<file path="src/rtl/multi_delay_filter.sv">
// Multi-channel glitch-reject / delay filter.
// Each channel synchronises its raw input through two flops and lets the
// filtered level follow only after the new level has been seen for NUM
// consecutive enabled clocks. Registered rise/fall pulses mark each commit.
module multi_delay_filter #(
  parameter int CH   = 8,
  parameter int NUM  = 10,
  parameter int INIT = 0
) (
  input  logic          CLK,
  input  logic          RST,
  input  logic          iEn,
  input  logic [CH-1:0] iSig,
  output logic [CH-1:0] oSignal,
  output logic [CH-1:0] oRise,
  output logic [CH-1:0] oFall,
  output logic [CH-1:0] oBusy
);

  localparam int CNT_W  = $clog2(NUM + 1);
  localparam logic INIT_L = (INIT == 1);
  localparam logic [CNT_W-1:0] LAST_CNT = CNT_W'(NUM - 1);
  localparam logic [CNT_W-1:0] ONE_CNT  = CNT_W'(1);

  typedef enum logic {
    STABLE = 1'b0,
    PEND   = 1'b1
  } state_t;

  if (NUM < 1 || (INIT != 0 && INIT != 1)) begin : g_param_err
    $fatal(1, "multi_delay_filter: NUM must be >= 1 and INIT must be 0 or 1");
  end

  logic [CH-1:0] sync1_q;
  logic [CH-1:0] sync2_q;

  // Two-flop synchroniser; keeps sampling regardless of iEn.
  always_ff @(posedge CLK or posedge RST) begin
    if (RST) begin
      sync1_q <= {CH{INIT_L}};
      sync2_q <= {CH{INIT_L}};
    end else begin
      sync1_q <= iSig;
      sync2_q <= sync1_q;
    end
  end

  for (genvar g = 0; g < CH; g++) begin : g_ch
    state_t           state_q, state_d;
    logic [CNT_W-1:0] cnt_q, cnt_d;
    logic             sig_q, sig_d;
    logic             rise_q, rise_d;
    logic             fall_q, fall_d;
    logic             diff_s;

    assign diff_s = (sync2_q[g] != sig_q);

    // Per-channel state, counter, filtered level and edge pulses.
    always_ff @(posedge CLK or posedge RST) begin
      if (RST) begin
        state_q <= STABLE;
        cnt_q   <= '0;
        sig_q   <= INIT_L;
        rise_q  <= 1'b0;
        fall_q  <= 1'b0;
      end else begin
        state_q <= state_d;
        cnt_q   <= cnt_d;
        sig_q   <= sig_d;
        rise_q  <= rise_d;
        fall_q  <= fall_d;
      end
    end

    // Next-state: count consecutive differing samples, commit on the NUM-th.
    always_comb begin
      state_d = state_q;
      cnt_d   = cnt_q;
      sig_d   = sig_q;
      rise_d  = 1'b0;
      fall_d  = 1'b0;
      if (!iEn) begin
        state_d = STABLE;
        cnt_d   = '0;
      end else begin
        case (state_q)
          STABLE: begin
            if (diff_s) begin
              if (NUM == 1) begin
                // Single-sample filter commits on the first differing sample.
                sig_d   = sync2_q[g];
                rise_d  = sync2_q[g];
                fall_d  = ~sync2_q[g];
                cnt_d   = '0;
                state_d = STABLE;
              end else begin
                cnt_d   = ONE_CNT;
                state_d = PEND;
              end
            end else begin
              cnt_d = '0;
            end
          end
          PEND: begin
            if (!diff_s) begin
              // Input reverted before confirmation: treat as a glitch.
              cnt_d   = '0;
              state_d = STABLE;
            end else if (cnt_q == LAST_CNT) begin
              sig_d   = sync2_q[g];
              rise_d  = sync2_q[g];
              fall_d  = ~sync2_q[g];
              cnt_d   = '0;
              state_d = STABLE;
            end else begin
              cnt_d = cnt_q + ONE_CNT;
            end
          end
          default: begin
            cnt_d   = '0;
            state_d = STABLE;
          end
        endcase
      end
    end

    assign oSignal[g] = sig_q;
    assign oRise[g]   = rise_q;
    assign oFall[g]   = fall_q;
    assign oBusy[g]   = (state_q == PEND);
  end

endmodule
</file>
<file path="config.mk">
export PLATFORM = sky130hd
export DESIGN_NAME = multi_delay_filter
export DESIGN_NICKNAME = d
export VERILOG_FILES = /design/src/rtl/multi_delay_filter.sv
export SDC_FILE = /design/constraint.sdc
export NUM_CORES = 1
export LEC_CHECK = 0
export CORE_AREA = 4 4 87 89
export DETAILED_ROUTE_END_ITERATION = 8
export DIE_AREA = 0 0 91 93
export PLACE_DENSITY = 0.8
export SYNTH_ARGS = -nofsm -noshare
export SYNTH_HDL_FRONTEND = slang
export SYNTH_SLANG_ARGS = --single-unit
export TNS_END_PERCENT = 100
</file>
<file path="constraint.sdc">
create_clock -name CLK -period 3.4 [get_ports CLK]
set_input_delay 0.85 -clock CLK [delete_from_list [all_inputs] [get_ports CLK]]
set_output_delay 0.85 -clock CLK [all_outputs]
set_load 0.01 [all_outputs]
</file>
======== Word-level counts from Yosys, hierarchy flattened ========
Cells that the tools add are included.
storage, ports and cells
  output and inout port bits .............. 32
  input bits .............................. 11
  register bits ........................... 80
operators by class
  bitwise operators ....................... 16
  add/sub/neg operators ................... 8
  equal/unequal tests ..................... 16
  reduce and logical (&&, ||, !) cells .... 8
  mux-type cells .......................... 144
operators with widths
  kind                                          number
  two-way mux 1 bit                             104
  two-way mux 4 bit                             24
  one-hot mux 4 bit (2 select lines)            8
  adder 4 x 1 -> 4 bit (second input constant)  8
  equality test 4 bit (second input constant)   8
  AND reduction 4 bit                           8
  inverter 1 bit                                16
  one-hot mux 1 bit (2 select lines)            8
  != test 1 bit                                 8

======== Depth between registers and ports, before layout ========
Gate-level depths: netlist of the first run.
  word-level depth ........................ 5
  mapped depth ............................ 5
  depth with buffers taken out ............ 5

======== Worst setup path after synthesis of the first run ========
OpenSTA, ideal clock, no wires.
  kind .................................... input -> register
  start point ............................. input port iEn
  end point ............................... register g_ch[2].sig_q
  setup slack ............................. 1.880 ns
  arrival ................................. 1.395 ns
  stages .................................. 3
  path through ............................ buf_4 > nand3_2 > mux2_4
on the way
  cells in the longest elaborated chain, start to end .. 1
ends and longest elaborated chain
  item                           line  text
  start: declaration             12    input logic iEn,
  AND reduction 4 bit (no line)  --
  end signal: assignment         69    sig_q <= sig_d;
  end: declaration               51    logic sig_q, sig_d;
No other way between the ends.
A chain may end at the register's enable or synchronous reset.

======== Worst setup path in the final report of the first run ========
  start point ............................. register g_ch[6].state_q
  end point ............................... output port oBusy[6]
RTL lines
  item                      line  text
  start: declaration        49    state_t state_q, state_d;
  start signal: assignment  67    state_q <= state_d;
  end: declaration          17    output logic [CH-1:0] oBusy
No word-level cell between the ends.

==> results.md, run 1 <==
* Synth Cell Area at 3626 sq um
* Synth top area share at 55.21%
* Grt ovf at 0
* Clock tree sinks at 80
* PD cells at roughly 420 nW/um^2
* Tightest Pin Transition at approximately 700 ps
* Synth Instances at 302
* 1st-iter DRT viols at 69
* Die width at roughly 91 um
* Most common cell after layout, fill and taps aside: dfrtp_1
* Die Area at roughly 8500 sq um
* Tmin final at 2270 ps
* Worst EP arrival at 1420 ps
* TNS Setup at 0 ps
* YS warnings at 0
* Synth top area cells: dfrtp_1 (55%), buf_4 (6.8%), ha_1 (5.5%)
* Largest net degree at the start of global routing at 47
* Via count of the routed design at 2213
* Fillers at 518
* CTS-repair resized insts at 0
* Clk_skew at 8.270 ps
* N_diodes at 0
* Port bufs at 42
* Setup Fix Bufs, Post-CTS at 0
* Hold Crit Class: flop to flop
* Period Utilization, post-route at 66.76%
* TritonCTS Buffers at 9
* Final Total Pwr at 1.743 mW
* GP Congestion at 0.7927
* Required @ worst endpoint at ~2600 ps
* Vias in the first global route at 2240
* Outcome: completed
* CTS tree: done
* Tot GR Track Use at 14.65%
* Wire per inst at 14.11 um
* Number of distinct library cells after synthesis at 25
* CTS clock-pin slew for the worst setup and hold paths at 80 ps
* Worst-path maximum fanout at 5
* CTS Hold Bufs at 0
* Hold violation count in the final report at 0
* Finished Layout Cells at just over 400
* First-pass GRT wire length at 9.839 mm
* # rows at 30
* Drt drc at 0
* Initial antenna violation count at 0
* Pins Over Slew Limit at 0
* Setup CP Type: flop to output port
* Worst path top cell family by delay: buffers and inverters
* Sequential Area at 2002 sq um
* Fraction of layout cells with a size suffix above 1 at 14.29%
* Final setup viols at 0
* H-tree levels at 3
* Starting Density at around 54%
* Crit path launch type: flop
* Slowest CP cell: clkdlybuf4s50_1
* Worst VDD drop at 252.4 uV
* Hpwl dp at 4.042 mm
* Clk root buf: clkbuf_8
* Post-route ant nets at 0
* Worst-skew pair later-pin latency at between 300 and 400 ps
* Final Net Count at 351
* Die H at slightly above 90 um
* RSZ-0062 raised after global routing: no
* Peak per-stage delay on the critical path at 590 ps
* Slew headroom at 53.85%
* Syn Nets at approximately 330
* DP Cell Count at 393
* Seq/Total Area, Yosys at a little under three fifths
* Initial DRT Pass Iterations at 4
* Syn_area_per_cell at between 10 and 15 sq um
* CP Capture Type: output port
* I/O pin count at 43
* Cell taking the most area after synthesis: dfrtp_1
* Layout area overhead at 13.29%
* CP Buf/Inv Count at 1
* P_leak at 1.769 nW
* Worst path cell trace: clkdlybuf4s50_1
* WL final at 5.769 mm
* Core area at 6756 sq um
* Multi-input combinational cell area at 1328 sq um
* Clock buffer depth at 2
* MaxCap Viol Count at 0
* FF+latch count, synth at 80
* Max Clk Rate at 440.6 MHz
* Most frequent cells in the layout: dfrtp_1 (80), clkdlybuf4s50_1 (42), nand2_1 (19)
* Vias per cell at 5.411
[power by group]
| part | switching [mW] | leakage, nW | total (mW) | internal, mW |
|---|---|---|---|---|
| Clock | 0.331 | 0.0920 | 0.666 | 0.335 |
| Sequential | 0.0227 | 1.06 | 0.994 | 0.971 |
| Combinational | 0.0455 | 0.613 | 0.0826 | 0.0371 |
| Total | 0.399 | 1.77 | 1.74 | 1.34 |
[layout make-up]
cell class                      instances  area share [%]
Sequential cell                        80           48.74
Multi-Input combinational cell        179           32.32
Timing Repair Buffer                   45           11.09
Clock buffer                           10           3.107
Tap cell                               80           2.437
Clock inverter                          6           1.462
Inverter                                9          0.8529
[metrics by stage]
step                instance area, sq um  util (%)  setup slack (ps)  hold WS, ps
CTS                                 4108     60.80              1102        353.1
global route                        4108     60.80              1066        360.8
detailed placement                  3920     58.02             885.8        335.6
global placement                    3920     58.02             898.5        334.1
floorplan                           3626         -             498.3        331.2
finish                              4108     60.80              1130        350.3
[sequential cells by signal (all words and copies together) (netlist names)]
register      cells
g_ch.sig_q        8
g_ch.state_q      8
g_ch.fall_q       8
sync2_q           8
g_ch.cnt_q       32
sync1_q           8
g_ch.rise_q       8
[path summary, 6_finish.rpt]
kind / depth (start not counted) / to / slack, ps / startpoint
worst min register to register: 0 / sync2_q[4]$_DFF_PP0_ / 350 / sync1_q[4]$_DFF_PP0_
worst min-delay path: 0 / sync2_q[4]$_DFF_PP0_ / 350 / sync1_q[4]$_DFF_PP0_
min in group asynchronous: 2 / g_ch[1].cnt_q[2]$_DFF_PP0_ / 870 / RST
worst max-delay path: 1 / oBusy[6] / 1130 / g_ch[6].state_q$_DFF_PP0_
max in group asynchronous: 3 / sync1_q[7]$_DFF_PP0_ / 1910 / RST
worst max register to register: 5 / g_ch[3].sig_q$_DFFE_PP0P_ / 1880 / g_ch[3].cnt_q[1]$_DFF_PP0_
[layer usage]
metal  vias to the layer above  global-route usage, %  wire length (um)
met2                        39                  25.57              2921
met5                         -                      0                 0
li1                       1063                      -                 -
met4                         0                  7.035               128
met3                        14                  3.942               217
met1                      1097                  16.69              2502
[kinds of logic after synthesis]
family,share of synthesized area (%)
AOI/OAI and AO/OA,5.245
xor gates and xnor gates,1.932
adders and majority gates,5.521
buffers and inverters,8.178
DFF,55.21
muxes,4.486
and+or+nand+nor,19.43
[cells in the mapped netlist]
master    instances
a21oi_1          16
dfrtp_1          80
xor2_1            8
or3b_2            8
nand3_2           4
and3b_1           2
nand3_1          18
mux2i_1           5
mux2_4            6
nand3b_1          3
buf_8             1
nand4b_1          8
ha_1             16
nor3b_1          16
nand2_1          19
nor2_1           13
o21a_1            8
mux2_2            2
a31oi_1           8
nand2b_1          3
inv_1             9
and3b_2           6
nand3_4           2
nor3_1            8
buf_4            33
No activity file was read; power rests on OpenSTA's default activity.
==> run 2, diff against run 1 <==
clock period = 2.25 ns   (was 3.4 ns; I/O delays follow)
==> results.md, run 2 (synthesis results as in run 1) <==
* Clk root buf: clkbuf_8
* Crit path launch type: flop
* Required @ worst endpoint at 1690 ps (-860 ps)
* Peak per-stage delay on the critical path at 600 ps (about the same)
* Hold Crit Class: flop to flop
* Wire per inst at 13.69 um (-2.9%)
* Clock buffer depth at 2 (unchanged)
* # rows at 30 (unchanged)
* Initial antenna violation count at 0 (unchanged)
* Die width at 91 um (unchanged)
* Slowest CP cell: clkdlybuf4s50_1
* TritonCTS Buffers at 9 (unchanged)
* Most common cell after layout, fill and taps aside: dfrtp_1
* Final Total Pwr at 2.673 mW (+53%)
* CTS-repair resized insts at 0 (unchanged)
* Largest net degree at the start of global routing at 81 (+72%)
* P_leak at 1.777 nW (+0.42%)
* Worst path cell trace: clkdlybuf4s50_1
* CTS tree: done
* Worst-path maximum fanout at 5 (unchanged)
* Fraction of layout cells with a size suffix above 1 at 13.72% (-0.57 points)
* Worst min-delay path startpoint: sync1_q[2]$_DFF_PP0_
* Die H at 93 um (unchanged)
* 1st-iter DRT viols at 99 (+43%)
* Clock tree sinks at 80 (unchanged)
* Worst-skew pair later-pin latency at 340 ps (about the same)
* Layout area overhead at 13.80%
* Vias per cell at 5.350 (-1.1%)
* Register name with the most flops: g_ch.cnt_q
* WL final at 5.587 mm (-3.2%)
* DP Worst Slack at 364.7 ps (-521.0 ps)
* Setup CP Type: flop to output port
* Max Clk Rate at 503.5 MHz
* Core area at 6756 sq um (unchanged)
* Setup ws final at 263.7 ps (-866.5 ps)
* Period Utilization, post-route at 88.28%
* Starting Density at 53.67% (unchanged)
* Max reg flops at 32 (unchanged)
* Most frequent cells in the layout: dfrtp_1 (80), clkdlybuf4s50_1 (42), nand2_1 (19)
* MaxCap Viol Count at 0 (unchanged)
* Worst VDD drop at 312.1 uV (+24%)
* CP Buf/Inv Count at 1 (unchanged)
* Sequential Area at 2002 sq um (unchanged)
* Core Util, Final at 61.07% (+0.28 points)
* Placed inst area at 3928 sq um (+0.19%)
* H-tree levels at 3 (unchanged)
* CTS clock-pin slew for the worst setup and hold paths at 70 ps (about the same)
* Grt ovf at 0 (unchanged)
* Multi-input combinational cell area at 1328 sq um (unchanged)
* Pins Over Slew Limit at 0 (unchanged)
* Die Area at 8463 sq um (unchanged)
* Via count of the routed design at 2183 (-1.4%)
* Vias in the first global route at 2178 (-2.8%)
* Final setup viols at 0 (unchanged)
* First-pass GRT wire length at 9.742 mm (-0.99%)
* Clk_skew at 5.725 ps (-2.546 ps)
* Post-layout instance area at 4126 sq um (+0.46%)
* Port bufs at 42 (unchanged)
* Worst path top cell family by delay: buffers and inverters
* RSZ-0062 raised after global routing: no
* GP Congestion at 0.6943 (-12%)
* Outcome: completed
* Crit. Startpoint: g_ch[6].state_q$_DFF_PP0_
* PD cells at 647.8 nW/um^2 (+53%)
* Drt drc at 0 (unchanged)
* Hold violation count in the final report at 0 (unchanged)
* DP Cell Count at 392 (-0.25%)
* I/O pin count at 43 (unchanged)
* TNS Setup at 0 ps (unchanged)
* Final Net Count at 350 (-0.28%)
* Tmin final at 1986 ps
* N_diodes at 0 (unchanged)
* Fillers at 549 (+6.0%)
* Hpwl dp at 3.783 mm (-6.4%)
* Setup Fix Bufs, Post-CTS at 0 (unchanged)
* Initial DRT Pass Iterations at 4 (unchanged)
* Tot GR Track Use at 14.62% (-0.022 points)
* CTS Hold Bufs at 0 (unchanged)
* CP Capture Type: output port
* Slew headroom at 73.34% (+19 points)
* Finished Layout Cells at 408 (-0.24%)
* Worst EP arrival at 1420 ps (about the same)
* Post-route ant nets at 0 (unchanged)
* Worst r2r src: g_ch[1].cnt_q[0]$_DFF_PP0_
* Worst hold slack at 350.8 ps (+0.5580 ps)
* Tightest Pin Transition at 399.9 ps (-290.2 ps)
-- run 2: changes by cell type in the layout (fill, tap and decap cells not counted) --
| cell | change |
|---|---|
| clkbuf_1 | +1 |
| buf_4 | -2 |
| buf_12 | +1 |
| clkinv_2 | -2 |
| clkinvlp_4 | -1 |
| clkbuf_8 | +2 |
-- run 2: report_power, final --
group          switching [mW]  total [mW]  leakage, nW  internal (mW)
sequential             0.0342        1.50         1.06           1.47
clock                   0.474        1.04        0.103          0.571
combinational          0.0689       0.126        0.610         0.0576
total                   0.577        2.67         1.78           2.10
-- run 2: layer usage --
metal	track usage [%]	wire length (um)
met5	0	0
met4	7.915	112
met2	24.34	2761
met1	17.22	2503
met3	4.103	209
-- run 2: worst paths after layout --
check                                        endpoint  slack, ps  cells past startpoint
max                                          oBusy[6]        260                      1
min reg2reg                      sync2_q[2]$_DFF_PP0_        350                      0
min                              sync2_q[2]$_DFF_PP0_        350                      0
max in group asynchronous    g_ch[4].rise_q$_DFF_PP0_       1270                      3
max reg2reg                 g_ch[1].sig_q$_DFFE_PP0P_        730                      4
min in group asynchronous  g_ch[6].cnt_q[2]$_DFF_PP0_        680                      3
-- run 2: layout make-up --
| type | instances | area share (%) |
|---|---|---|
| sequential | 80 | 48.51 |
| multi-input combinational | 179 | 32.17 |
| timing repair buffer | 44 | 11.16 |
| clock buffer | 13 | 3.851 |
| tap | 80 | 2.426 |
| clock inverter | 3 | 0.9703 |
| inverter | 9 | 0.9096 |
==> run 3, diff against run 2 <==
ABC_CLOCK_PERIOD_IN_PS = 2250   (was not set)
==> results of run 3 <==
Same layout as run 2: the final DEF is identical, and so are final timing and power.
